### config.mk
export PLATFORM = sky130hd
export DESIGN_NAME = pipelined_segment_adder
export DESIGN_NICKNAME = d
export VERILOG_FILES = /design/src/rtl/pipelined_segment_adder.sv
export SDC_FILE = /design/constraint.sdc
export NUM_CORES = 1
export LEC_CHECK = 0
export ABC_AREA = 1
export BUFFER_PORTS_ARGS = -buffer_cell sky130_fd_sc_hd__clkbuf_2
export CORE_MARGIN = 2
export CORE_UTILIZATION = 55
export CTS_CLUSTER_SIZE = 14
export DETAILED_ROUTE_END_ITERATION = 6
export PLACE_DENSITY = 0.76
export SLEW_MARGIN = 10
export SYNTH_ARGS = -nofsm -noshare
export SYNTH_HDL_FRONTEND = slang
export SYNTH_SLANG_ARGS = --single-unit
### constraint.sdc
create_clock -name clk -period 7.9 [get_ports clk]
set_input_delay 0.79 -clock clk [delete_from_list [all_inputs] [get_ports clk]]
set_output_delay 0.79 -clock clk [all_outputs]
set_load 0.01 [all_outputs]
### src/rtl/pipelined_segment_adder.sv
// pipelined_segment_adder
//   Pipelined adder/subtractor. A WIDTH-bit operation is split into N = WIDTH/SEG
//   carry-chained segments. Stage k resolves segment k and registers the carry
//   for stage k+1, so one segment is resolved per clock. Operations enter under
//   a valid/ready handshake. The whole pipe freezes while the consumer stalls.
//
// Parameters
//   WIDTH      operand/result width (multiple of SEG)
//   SEG        segment width; N = WIDTH/SEG stages, latency N cycles
//
// Ports
//   clk        rising-edge clock
//   reset      asynchronous active-high reset
//   in_valid   operation offered on a, b, cin, sub
//   in_ready   operation accepted this cycle (low while stalled or in reset)
//   a, b       operands
//   cin        carry-in (ignored when sub=1)
//   sub        0: a+b+cin, 1: a-b
//   out_valid  result present on sum/cout/ovf/zero
//   out_ready  consumer takes the result this cycle
//   sum        result modulo 2^WIDTH
//   cout       carry out of MSB (sub: 1 = no borrow)
//   ovf        signed two's-complement overflow
//   zero       sum == 0
module pipelined_segment_adder #(
  parameter int WIDTH = 32,
  parameter int SEG   = 8
) (
  input  logic             clk,
  input  logic             reset,
  input  logic             in_valid,
  output logic             in_ready,
  input  logic [WIDTH-1:0] a,
  input  logic [WIDTH-1:0] b,
  input  logic             cin,
  input  logic             sub,
  output logic             out_valid,
  input  logic             out_ready,
  output logic [WIDTH-1:0] sum,
  output logic             cout,
  output logic             ovf,
  output logic             zero
);

  localparam int N = WIDTH / SEG;

  // Per-stage state. B is inverted on entry for subtraction, so the stages
  // themselves never need the mode bit: every stage is a plain adder.
  // a_rem/b_rem hold the not-yet-consumed operand segments shifted down, so
  // every stage consumes the low SEG bits of what it receives.
  logic             valid_reg [N];
  logic             carry_reg [N];
  logic [WIDTH-1:0] acc_reg   [N];
  logic [WIDTH-1:0] a_rem_reg [N];
  logic [WIDTH-1:0] b_rem_reg [N];
  logic             ovf_reg;
  logic             zero_reg;

  logic stall;

  // Whole-pipe freeze: bubbles are not squeezed out while the consumer stalls.
  assign stall    = valid_reg[N-1] & ~out_ready;
  assign in_ready = ~reset & ~stall;

  assign out_valid = valid_reg[N-1];
  assign sum       = acc_reg[N-1];
  assign cout      = carry_reg[N-1];
  assign ovf       = ovf_reg;
  assign zero      = zero_reg;

  genvar gi;
  generate
    for (gi = 0; gi < N; gi++) begin : g_stage
      logic             v_in;
      logic             c_in;
      logic [WIDTH-1:0] acc_in;
      logic [WIDTH-1:0] a_in;
      logic [WIDTH-1:0] b_in;
      logic [SEG:0]     seg_sum;
      logic [WIDTH-1:0] acc_next;

      if (gi == 0) begin : g_head
        assign v_in   = in_valid & in_ready;
        // Subtraction is a + ~b + 1, so the +1 rides on the stage-0 carry.
        assign c_in   = sub | cin;
        assign acc_in = '0;
        assign a_in   = a;
        assign b_in   = sub ? ~b : b;
      end else begin : g_body
        assign v_in   = valid_reg[gi-1];
        assign c_in   = carry_reg[gi-1];
        assign acc_in = acc_reg[gi-1];
        assign a_in   = a_rem_reg[gi-1];
        assign b_in   = b_rem_reg[gi-1];
      end

      assign seg_sum = {1'b0, a_in[SEG-1:0]} + {1'b0, b_in[SEG-1:0]} + {{SEG{1'b0}}, c_in};

      always_comb begin
        acc_next = acc_in;
        acc_next[gi*SEG +: SEG] = seg_sum[SEG-1:0];
      end

      // Data only moves with a valid token, so the outputs keep their last
      // result while bubbles pass through the final stage.
      always_ff @(posedge clk or posedge reset) begin
        if (reset) begin
          valid_reg[gi] <= 1'b0;
          carry_reg[gi] <= 1'b0;
          acc_reg[gi]   <= '0;
          a_rem_reg[gi] <= '0;
          b_rem_reg[gi] <= '0;
        end else if (!stall) begin
          valid_reg[gi] <= v_in;
          if (v_in) begin
            carry_reg[gi] <= seg_sum[SEG];
            acc_reg[gi]   <= acc_next;
            a_rem_reg[gi] <= a_in >> SEG;
            b_rem_reg[gi] <= b_in >> SEG;
          end
        end
      end

      if (gi == N - 1) begin : g_tail
        // The top segment carries the operand sign bits, so overflow and zero
        // are resolved here together with the final segment.
        always_ff @(posedge clk or posedge reset) begin
          if (reset) begin
            ovf_reg  <= 1'b0;
            zero_reg <= 1'b0;
          end else if (!stall && v_in) begin
            ovf_reg  <= (a_in[SEG-1] == b_in[SEG-1]) & (seg_sum[SEG-1] != a_in[SEG-1]);
            zero_reg <= ~|acc_next;
          end
        end
      end
    end
  endgenerate

endmodule

Yosys cells after proc, flatten, opt, wreduce, memory -nomap -nowiden
Cells that the tools add are included.
- bits in registers: 186
- input port bits: 70
- output and inout port bits: 37
- add/subtract/negate cells: 8
- eq/ne operators: 2
- muxes and demuxes: 1
- bitwise logic cells: 9
- reduce and logical (&&, ||, !) cells: 8
- operators with widths (operator ; count):
    $add A8 B8 Y9 ; 4
    $add A9 B1 Y9 ; 4
    $mux W32 ; 1
    $not A32 Y32 ; 1
    $reduce_or A32 Y1 ; 1
    $reduce_and A2 Y1 ; 4
    $and A1 B1 Y1 ; 4
    $not A1 Y1 ; 3
    $logic_not A1 Y1 ; 2
    $eq A1 B1 Y1 ; 1
    $logic_and A1 B1 Y1 ; 1
    $ne A1 B1 Y1 ; 1
    $or A1 B1 Y1 ; 1

Depth between registers and ports, before layout
Gate-level depths: netlist (run 1).
- depth after elaboration: 6
- depth in mapped cells: 12

Worst setup path before layout (run 1)
OpenSTA, ideal clock, no wires.
- path type: input-to-reg
- start: in sub
- end: reg acc_reg (netlist bit g_stage[1].acc_in[4])
- setup time: 0.122 ns
- data arrival time: 2.671 ns
- data required time: 7.778 ns
- path slack: 5.107 ns
- cell stages on the path: 8
- buffers on the path: 2
- cells stage by stage: buf_4 -> buf_2 -> or2_2 -> fa_1 -> fa_1 -> a31o_2 -> xnor2_1 -> o21ai_1
- cells in the longest elaborated chain, start to end: 3
- elaborated cells between the ends (all ways): 4
- those cells by class: add/sub: 2; mux: 1; bitwise: 1
- RTL lines (item ; RTL line ; RTL):
    from (decl) ; 36 ; input logic sub,
    $mux W32 ; 88 ; assign b_in = sub ? ~b : b;
    $add A8 B8 Y9 ; 97 ; assign seg_sum = {1'b0, a_in[SEG-1:0]} + {1'b0, b_in[SEG-1:0]} + {{SEG{1'b0}}, c_in};
    $add A9 B1 Y9 (*) ; 97 ;
    to (signal, indexed assignment) ; 117 ; acc_reg[gi] <= acc_next;
    to (decl) ; 53 ; logic [WIDTH-1:0] acc_reg [N];
Mark *: on every way between the ends. The rest lies on a longest branch, timed or not.
A chain may end at the register's enable or synchronous reset.

Final worst setup path (run 1)
- start: in sub
- end: reg carry_reg (netlist bit g_stage[1].c_in)
- cells in the longest elaborated chain, start to end: 3
- elaborated cells between the ends (all ways): 4
- those cells by class: add/sub: 2; mux: 1; bitwise: 1
- RTL lines (item ; RTL line ; RTL):
    $mux W32 ; 88 ;
    $add A8 B8 Y9 ; 97 ;
    $add A9 B1 Y9 (*) ; 97 ;
    to (signal, indexed assignment) ; 116 ; carry_reg[gi] <= seg_sum[SEG];
    to (decl) ; 52 ; logic carry_reg [N];
Marks and branches as above.

==> run_results.csv, run 1 <==
group,metric,value,unit
status,outcome,"complete, no violations",
worst_setup_path,critical_path_arrival,3.25,ns
logic_synthesis,asyncSetResetFlopFracSynth,100,%
global_routing,grt_use_total,21.6,%
worst_setup_path,worstPathMaxFanout,33,
placement,placement.setup.worst_slack,4.49,ns
timing,worst_pin_slew,0.995,ns
detailed_routing,viasPerCell,4.92,
final_layout,antenna_cells_inserted,0,
clocking,post_cts_resize_count,0,
worst_setup_path,worst_path_largest_cell_delay,0.54,ns
global_routing,number_of_global_route_vias_before_repair,5849,
detailed_routing,vias,6323,
logic_synthesis,synthesis.area,0.00866,mm²
timing,final-hold-violation-count,0,
logic_synthesis,post-synth-top-area-fraction,53.8,%
timing,hold_slack,0.469,ns
clocking,numClockSinks,186,
worst_setup_path,crit_family,"simple AND/OR/NAND/NOR gates",
detailed_routing,dr.pass1.iters,5,
placement,dp.final_hpwl,11600,µm
timing,grt_setup_unrepaired,"false",
worst_setup_path,critical_path_buf_inv_count,1,
final_layout,highest_count_cells_in_the_layout_ignoring_fill_and_taps,"sky130_fd_sc_hd__nand2_1 (371), sky130_fd_sc_hd__dfrtp_1 (186), sky130_fd_sc_hd__clkbuf_2 (106), sky130_fd_sc_hd__o21ai_0 (100), sky130_fd_sc_hd__inv_1 (73)",
timing,timing.final.crit_share,37.6,%
timing,report.final.slew_viol_count,0,
detailed_routing,detail_route.iter0.violations,454,
worst_hold_path,min_path_type,"register to register",
worst_setup_path,criticalPathCategory,"input pin to register",
global_routing,gr-usage-met3,4.21,%
clocking,clockRootBuffer,"sky130_fd_sc_hd__clkbuf_16",
power,peakVddDrop,0.000180,V
clocking,cts.clk_slew.worst_paths,0.07,ns
clocking,ctsHtreeMaxLevel,4,
logic_synthesis,synth_fp_nets,1080,
detailed_routing,ant_nets,0,
clocking,tritoncts,"built",
global_routing,grt_max_degree,110,
worst_setup_path,worst_ep_required_time,8.18,ns
global_routing,groute.layer.met2.usage,30.1,%
floorplanning,die-area,0.0168,mm²
logic_synthesis,postSynthRegisterBits,186,
global_routing,grt_antenna_before_repair,0,
logic_synthesis,synth_ff_type,"sky130_fd_sc_hd__dfrtp_1",
flow_run,max_capacitance_violation_count,0,
logic_synthesis,synth.yosys.seq_area_share,53.8,%
global_routing,use_met1,33.6,%
floorplanning,die_h,129,µm
logic_synthesis,avg_cell_area_syn,8.89,µm²
logic_synthesis,synth_largest_area_cell,"sky130_fd_sc_hd__dfrtp_1",
detailed_routing,routed_wirelength,17000,µm
final_layout,area_growth_syn_to_fin,13.8,%
power,leakage,0.00516,µW
final_layout,utilization,64.3,%
clocking,cts_hold_buf,0,
floorplanning,die_x,129,µm
worst_setup_path,critical-path-slowest-cell,"sky130_fd_sc_hd__clkbuf_2",
clocking,cts_buffer_depth,2,
clocking,insertion_delay,0.43,ns
final_layout,most_common_library_cell_in_the_layout_ignoring_fill_and_taps,"sky130_fd_sc_hd__nand2_1",
floorplanning,initial_core_utilization,56.5,%
global_routing,grt_first_pass_wirelength,28600,µm
timing,skew,0.00724,ns
timing,finalSetupViolations,0,
timing,timing.setup.tns,0,ns
clocking,tritoncts.num_buffers,17,
placement,gpl.final_weighted_congestion,0.856,
global_routing,grt-ovfl-total,0,
logic_synthesis,number_of_synthesized_flops_with_an_enable_pin,0,
floorplanning,placementRows,45,
detailed_routing,detail_route.drc_violations,0,
floorplanning,io_pins,107,
timing,maxClockFrequency,337,MHz
final_layout,drive_gt1_share,14.7,%
worst_setup_path,worst_path_most_repeated_cell,"sky130_fd_sc_hd__nand2_1",
clocking,post_cts.repair.setup_buffers,0,
timing,final_period_minus_worst_setup_slack,2.97,ns
logic_synthesis,synth_cell_types,41,
floorplanning,core,0.0153,mm²
logic_synthesis,ys_top_cells_by_area,"sky130_fd_sc_hd__dfrtp_1 (54%), sky130_fd_sc_hd__nand2_1 (16%), sky130_fd_sc_hd__o21ai_0 (5.8%), sky130_fd_sc_hd__ha_1 (4.0%), sky130_fd_sc_hd__inv_1 (3.2%)",
worst_setup_path,start_kind,"input pin",
logic_synthesis,synth_warnings,0,
timing,max-slew-margin-rel,33.7,%
worst_setup_path,cp_cell_sequence,"clkbuf_2 -> or2_2 -> fa_1 -> fa_1 -> nand4_1 -> nand3_1 -> nand2_1 -> nand2_1 -> nand2_1 -> a22oi_1",
power,total_power,3730,µW
final_layout,nets,1166,
logic_synthesis,synth_cells,974,
detailed_routing,avgRoutedWirePerCell,13.3,µm
placement,numPortBuffers,106,
power,power_density,378,mW/mm²
global_routing,global_route.peak_usage_layer,"met1",
timing,postLayoutSetupSlackWorst,4.93,ns
worst_setup_path,timing.critical_path.to_type,"register",
==> kinds of logic after synthesis <==
group / synth area share (%)
AO/OA/AOI/OAI: 8.80
XOR/XNOR: 4.24
AND/OR/NAND/NOR: 21.0
adder cells (fa/ha/maj): 5.90
buffers and inverters: 6.27
flip-flops: 53.8
==> synthesized netlist by cell type, drive strengths merged (3+ instances only) <==
cell type / instances
a31o: 3
ha: 28
o21ai: 112
nand2: 374
clkbuf: 12
nor2: 34
nand3: 23
inv: 79
or2: 6
nand4: 8
xnor2: 30
o22ai: 3
buf: 28
a21oi: 15
dfrtp: 186
fa: 8
a31oi: 5
xor2: 11
==> tightest hold or removal path, stage by stage, from the launching register on <==
cell                      delay [ns]
sky130_fd_sc_hd__dfrtp_1        0.34
sky130_fd_sc_hd__nand2_1        0.05
sky130_fd_sc_hd__nand2_1        0.05
==> power by group <==
part,internal (µW),leakage [µW],total (µW),switching (µW)
registers,1330,0.00235,1550,220
logic,475,0.00251,1270,792
clock network,546,0.000295,904,358
total,2360,0.00516,3730,1370
==> final timing paths <==
check | to | start | cells past startpoint | slack (ns)
worst min-delay path | g_stage[2].b_in[4]$_DFFE_PP0P_ | g_stage[1].b_in[12]$_DFFE_PP0P_ | 2 | 0.47
worst max-delay path | g_stage[1].c_in$_DFFE_PP0P_ | sub | 10 | 4.93
worst max register to register | zero$_DFFE_PP0P_ | g_stage[3].c_in$_DFFE_PP0P_ | 10 | 5.61
worst min register to register | g_stage[2].b_in[4]$_DFFE_PP0P_ | g_stage[1].b_in[12]$_DFFE_PP0P_ | 2 | 0.47
max in group asynchronous | sum[1]$_DFFE_PP0P_ | reset | 3 | 5.79
min in group asynchronous | g_stage[1].b_in[2]$_DFFE_PP0P_ | reset | 2 | 0.59
==> through the flow <==
step | instances | area, µm²
CTS | 1284 | 9850
global route | 1284 | 9850
floorplan | 974 | 8660
detailed placement | 1252 | 9220
finish | 1284 | 9850
global placement | 1252 | 9220
==> routing by layer <==
layer  up-vias  part of all wire, %
li1       3260                    -
met1      2883                   52
met2       152                   42
met3        28                  4.3
met4         0                  2.3
met5         -                    0
==> cell type report <==
| cell class | instances | area, µm² |
|---|---|---|
| flip-flops and latches | 186 | 4650 |
| multi-input cells | 669 | 3460 |
| clock inverters | 11 | 169 |
| inverters | 79 | 304 |
| clock buffers | 21 | 460 |
| fillers | 1361 | 5470 |
| repair buffers | 107 | 538 |
| well taps | 211 | 264 |
(Power assumes the default switching activity.)
==> run 2: changes to the inputs <==
==> constraint.sdc (replaced) <==
create_clock -name clk -period 2.9 [get_ports clk]
set_input_delay 0.29 -clock clk [delete_from_list [all_inputs] [get_ports clk]]
set_output_delay 0.29 -clock clk [all_outputs]
set_load 0.01 [all_outputs]
==> run_results.csv, run 2 (synthesized netlist as in run 1, its figures left out) <==
group,metric,value,unit
worst_setup_path,worstPathMaxFanout,2,
floorplanning,core,0.0153,mm²
detailed_routing,ant_nets,0,
clocking,cts_buffer_depth,2,
power,peakVddDrop,0.000515,V
timing,maxClockFrequency,461,MHz
floorplanning,initial_core_utilization,56.5,%
clocking,cts_hold_buf,0,
timing,worst_pin_slew,0.745,ns
timing,finalSetupViolations,0,
global_routing,grt_use_total,21.5,%
timing,skew,0.00583,ns
floorplanning,die_x,129,µm
timing,max-slew-margin-rel,50.2,%
worst_setup_path,reg2reg_from,"g_stage[3].c_in$_DFFE_PP0P_",
worst_setup_path,critical-path-slowest-cell,"sky130_fd_sc_hd__fa_1",
floorplanning,die-area,0.0168,mm²
detailed_routing,vias,6375,
placement,numPortBuffers,106,
timing,hold_slack,0.0266,ns
global_routing,grt_first_pass_wirelength,28400,µm
power,power_density,1010,mW/mm²
clocking,ctsHtreeMaxLevel,4,
floorplanning,die_h,129,µm
detailed_routing,viasPerCell,4.93,
global_routing,grt-ovfl-total,0,
final_layout,highest_count_cells_in_the_layout_ignoring_fill_and_taps,"sky130_fd_sc_hd__nand2_1 (371), sky130_fd_sc_hd__dfrtp_1 (186), sky130_fd_sc_hd__clkbuf_2 (106), sky130_fd_sc_hd__o21ai_0 (100), sky130_fd_sc_hd__inv_1 (73)",
placement,dp.final_hpwl,11800,µm
clocking,clockRootBuffer,"sky130_fd_sc_hd__clkbuf_16",
flow_run,max_capacitance_violation_count,0,
detailed_routing,dr.pass1.iters,5,
final_layout,most_common_library_cell_in_the_layout_ignoring_fill_and_taps,"sky130_fd_sc_hd__nand2_1",
final_layout,area_growth_syn_to_fin,14.6,%
timing,timing.final.crit_share,74.8,%
worst_setup_path,critical_path_cell_count,10,
status,outcome,"complete, no violations",
clocking,insertion_delay,0.43,ns
power,leakage,0.00521,µW
timing,final_period_minus_worst_setup_slack,2.17,ns
final_layout,nets,1174,
clocking,tritoncts,"built",
timing,final-hold-violation-count,0,
floorplanning,placementRows,45,
clocking,post_cts.repair.setup_buffers,0,
worst_setup_path,worst_path_largest_cell_delay,0.46,ns
detailed_routing,detail_route.drc_violations,0,
final_layout,antenna_cells_inserted,0,
worst_setup_path,timing.critical_path.to_type,"register",
global_routing,grt_max_degree,80,
worst_setup_path,critical_path_buf_inv_count,0,
worst_setup_path,criticalPathCategory,"register to register",
worst_setup_path,critical_path_arrival,2.54,ns
timing,report.final.slew_viol_count,0,
worst_setup_path,reg2reg_setup_slack,0.73,ns
global_routing,grt_antenna_before_repair,0,
placement,gpl.final_weighted_congestion,0.855,
detailed_routing,detail_route.iter0.violations,484,
timing,grt_setup_unrepaired,"false",
global_routing,number_of_global_route_vias_before_repair,5887,
worst_setup_path,crit_family,"adder cells",
floorplanning,io_pins,107,
final_layout,utilization,64.8,%
clocking,cts.clk_slew.worst_paths,0.07,ns
timing,timing.setup.tns,0,ns
clocking,numClockSinks,186,
worst_setup_path,worst_ep_required_time,3.27,ns
clocking,tritoncts.num_buffers,17,
worst_setup_path,rr_endpoint,"zero$_DFFE_PP0P_",
worst_setup_path,worst_path_most_repeated_cell,"sky130_fd_sc_hd__nor2_1",
worst_hold_path,min_path_type,"input pin to asynchronous set/reset pin",
clocking,post_cts_resize_count,0,
detailed_routing,routed_wirelength,16700,µm
detailed_routing,avgRoutedWirePerCell,12.9,µm
worst_setup_path,start_kind,"register",
worst_setup_path,cp_cell_sequence,"fa_1 -> fa_1 -> or2_1 -> nor2_1 -> nand2_1 -> nor2_1 -> nand3_1 -> nor2_1 -> nand3_1 -> nand2_1",
final_layout,drive_gt1_share,15.5,%
worst_setup_path,worst-r2r-cell-count,10,
-- run 2: layer usage --
metal,share of wire (%),vias to the layer above,GRT usage [%]
met4,1.6,0,7.46
li1,-,3273,-
met2,41,151,30.7
met1,52,2930,33.4
met3,4.6,21,3.63
met5,0,-,0
-- run 2: worst max path at each step --
| stage | from | end | slack (ns) |
|---|---|---|---|
| global route | g_stage[3].c_in$_DFFE_PP0P_ | zero$_DFFE_PP0P_ | 0.55 |
| detailed placement | sub | g_stage[1].acc_in[4]$_DFFE_PP0P_ | 0.61 |
| CTS | g_stage[3].c_in$_DFFE_PP0P_ | zero$_DFFE_PP0P_ | 0.72 |
| global placement | sub | g_stage[1].c_in$_DFFE_PP0P_ | 0.67 |
| floorplan | reset | cout$_DFFE_PP0P_ | 0.22 |
| finish | g_stage[3].c_in$_DFFE_PP0P_ | zero$_DFFE_PP0P_ | 0.73 |
-- run 2: through the flow --
step,cells,total power (µW),setup WS [ns],instance area [µm²]
floorplan,974,6700,0.217,8660
global placement,1260,7550,0.665,9300
detailed placement,1260,7680,0.609,9300
CTS,1292,10100,0.725,9920
global route,1292,10900,0.553,9920
finish,1292,10100,0.730,9920
-- run 2: layout make-up --
class                      count  area (µm²)
clock buffer                  19         453
clock inverter                13         168
fill                        1336        5390
inverter                      79         303
multi-input combinational    669        3460
sequential                   186        4650
tap                          211         264
timing repair buffer         115         623
-- run 2: report_power, final --
group          switching [µW]  internal [µW]  leakage [µW]
logic                    2130           1300       0.00256
clock network             993           1410      0.000300
registers                 591           3640       0.00235
total                    3720           6340       0.00521
==> run 3: changes to the inputs <==
==> constraint.sdc (replaced) <==
create_clock -name clk -period 2 [get_ports clk]
set_input_delay 0.2 -clock clk [delete_from_list [all_inputs] [get_ports clk]]
set_output_delay 0.2 -clock clk [all_outputs]
set_load 0.01 [all_outputs]
==> run_results.csv, run 3 (synthesized netlist as in run 1, its figures left out) <==
group,metric,value,unit
status,outcome,"finished, violations left",
status,failed_checks,"setup timing",
detailed_routing,vias,6508,
final_layout,antenna_cells_inserted,0,
clocking,numClockSinks,186,
final_layout,nets,1204,
timing,final-hold-violation-count,0,
final_layout,area_growth_syn_to_fin,17.8,%
timing,maxClockFrequency,479,MHz
detailed_routing,dr.pass1.iters,5,
worst_setup_path,timing.critical_path.to_type,"register",
worst_setup_path,criticalPathCategory,"register to register",
worst_setup_path,critical_path_arrival,2.46,ns
timing,report.final.slew_viol_count,0,
worst_setup_path,worstPathMaxFanout,2,
timing,postLayoutSetupSlackWorst,-0.0871,ns
detailed_routing,viasPerCell,4.93,
floorplanning,die_x,129,µm
floorplanning,core,0.0153,mm²
clocking,clockRootBuffer,"sky130_fd_sc_hd__clkbuf_16",
timing,final_period_minus_worst_setup_slack,2.09,ns
power,power_density,1420,mW/mm²
detailed_routing,avgRoutedWirePerCell,13.1,µm
clocking,tritoncts,"built",
final_layout,layout.filler_cells,1267,
global_routing,grt_antenna_before_repair,0,
global_routing,grt_max_degree,104,
timing,max-slew-margin-rel,63.5,%
timing,timing.setup.tns,-0.0871,ns
global_routing,grt-ovfl-total,0,
global_routing,number_of_global_route_vias_before_repair,6131,
clocking,insertion_delay,0.43,ns
floorplanning,io_pins,107,
placement,numPortBuffers,106,
placement,dp.final_hpwl,12200,µm
clocking,cts_buffer_depth,2,
final_layout,highest_count_cells_in_the_layout_ignoring_fill_and_taps,"sky130_fd_sc_hd__nand2_1 (371), sky130_fd_sc_hd__dfrtp_1 (186), sky130_fd_sc_hd__clkbuf_2 (106), sky130_fd_sc_hd__o21ai_0 (100), sky130_fd_sc_hd__inv_1 (73)",
final_layout,multi_input_area,0.00348,mm²
power,peakVddDrop,0.000772,V
floorplanning,initial_core_utilization,56.5,%
detailed_routing,detail_route.drc_violations,0,
placement,gpl.final_weighted_congestion,0.849,
global_routing,grt_use_total,22.3,%
timing,worst_pin_slew,0.547,ns
timing,skew,0.0110,ns
detailed_routing,routed_wirelength,17300,µm
floorplanning,placementRows,45,
power,leakage,0.00532,µW
floorplanning,die-area,0.0168,mm²
global_routing,grt_first_pass_wirelength,29300,µm
clocking,cts.clk_slew.worst_paths,0.06,ns
worst_hold_path,min_path_type,"input pin to register",
flow_run,max_capacitance_violation_count,0,
placement,placement.setup.worst_slack,-0.0762,ns
worst_setup_path,start_kind,"register",
timing,hold_slack,0.0171,ns
timing,grt_setup_unrepaired,"true",
clocking,tritoncts.num_buffers,17,
final_layout,layout.area.seq,0.00465,mm²
final_layout,most_common_library_cell_in_the_layout_ignoring_fill_and_taps,"sky130_fd_sc_hd__nand2_1",
timing,timing.final.crit_share,104,%
final_layout,drive_gt1_share,16.0,%
detailed_routing,ant_nets,0,
timing,finalSetupViolations,1,
worst_setup_path,worst_ep_required_time,2.37,ns
floorplanning,die_h,129,µm
clocking,ctsHtreeMaxLevel,4,
detailed_routing,detail_route.iter0.violations,478,
run 3: cell types whose count changed in the layout (fill, tap and decap cells not counted), sizes merged:
| cell | change |
|---|---|
| buf | +7 |
| dlygate4sd3 | +23 |
| inv | +1 |
| bufinv | -2 |
| clkinv | -1 |
| clkbuf | +1 |
run 3: through the flow:
step           instances  utilization [%]  instance area (µm²)  total power, µW
2_1_floorplan        974                -                 8680             9730
3_3_place_gp        1266             61.3                 9400            11100
3_5_place_dp        1266             61.3                 9400            11300
4_1_cts             1320             66.5                10200            14500
5_1_grt             1321             66.6                10200            15700
6_report            1321             66.6                10200            14500
run 3: path summary, 6_finish.rpt:
kind | start | to | slack, ns | depth (start not counted)
hold / removal | a[31] | g_stage[1].a_in[23]$_DFFE_PP0P_ | 0.02 | 3
setup / recovery | g_stage[3].b_in[0]$_DFFE_PP0P_ | zero$_DFFE_PP0P_ | -0.09 | 10
min in group asynchronous | reset | g_stage[1].acc_in[1]$_DFFE_PP0P_ | 0.54 | 4
max in group asynchronous | reset | sum[14]$_DFFE_PP0P_ | 0.97 | 4
setup reg to reg | g_stage[3].b_in[0]$_DFFE_PP0P_ | zero$_DFFE_PP0P_ | -0.09 | 10
hold reg to reg | g_stage[1].b_in[9]$_DFFE_PP0P_ | g_stage[2].b_in[1]$_DFFE_PP0P_ | 0.47 | 2
run 3: worst max-delay path: stages, from the launching register on:
cell and delay [ns]:
sky130_fd_sc_hd__dfrtp_1 0.40, sky130_fd_sc_hd__fa_2 0.41, sky130_fd_sc_hd__fa_1 0.45, sky130_fd_sc_hd__or2_1 0.22
sky130_fd_sc_hd__nor2_1 0.11, sky130_fd_sc_hd__nand2_1 0.06, sky130_fd_sc_hd__nor2_1 0.08, sky130_fd_sc_hd__nand3_1 0.08
sky130_fd_sc_hd__nor2_1 0.09, sky130_fd_sc_hd__nand3_1 0.07, sky130_fd_sc_hd__nand2_1 0.06
run 3: layout make-up:
type / count / share of cell area (%)
Sequential cell: 186 / 45.6
Multi-Input combinational cell: 669 / 34.1
Timing Repair Buffer: 145 / 9.25
Clock buffer: 20 / 4.48
Inverter: 79 / 2.97
Tap cell: 211 / 2.59
Clock inverter: 11 / 0.945
run 3: power by group:
group | switching (µW) | leakage [µW] | total [µW] | internal (µW)
clock | 1390 | 0.000272 | 3160 | 1770
sequential | 851 | 0.00235 | 6120 | 5270
combinational | 3180 | 0.00270 | 5230 | 2050
total | 5420 | 0.00532 | 14500 | 9090
run 3: routing by layer:
layer,global-route usage [%],part of all wire [%]
met5,0,0
met4,7.53,1.8
met3,4.17,5.4
met2,33.0,44
met1,33.5,49
run 3: timing repair:
item / 4_1_cts / 5_1_grt
resized for setup: 0 / 2
buffers inserted: 0 / 1
hold endpoints to repair: 46 / 0
hold buffers: 23 / 0
pin swaps: 1 / 0
setup endpoints to repair: 1 / 4
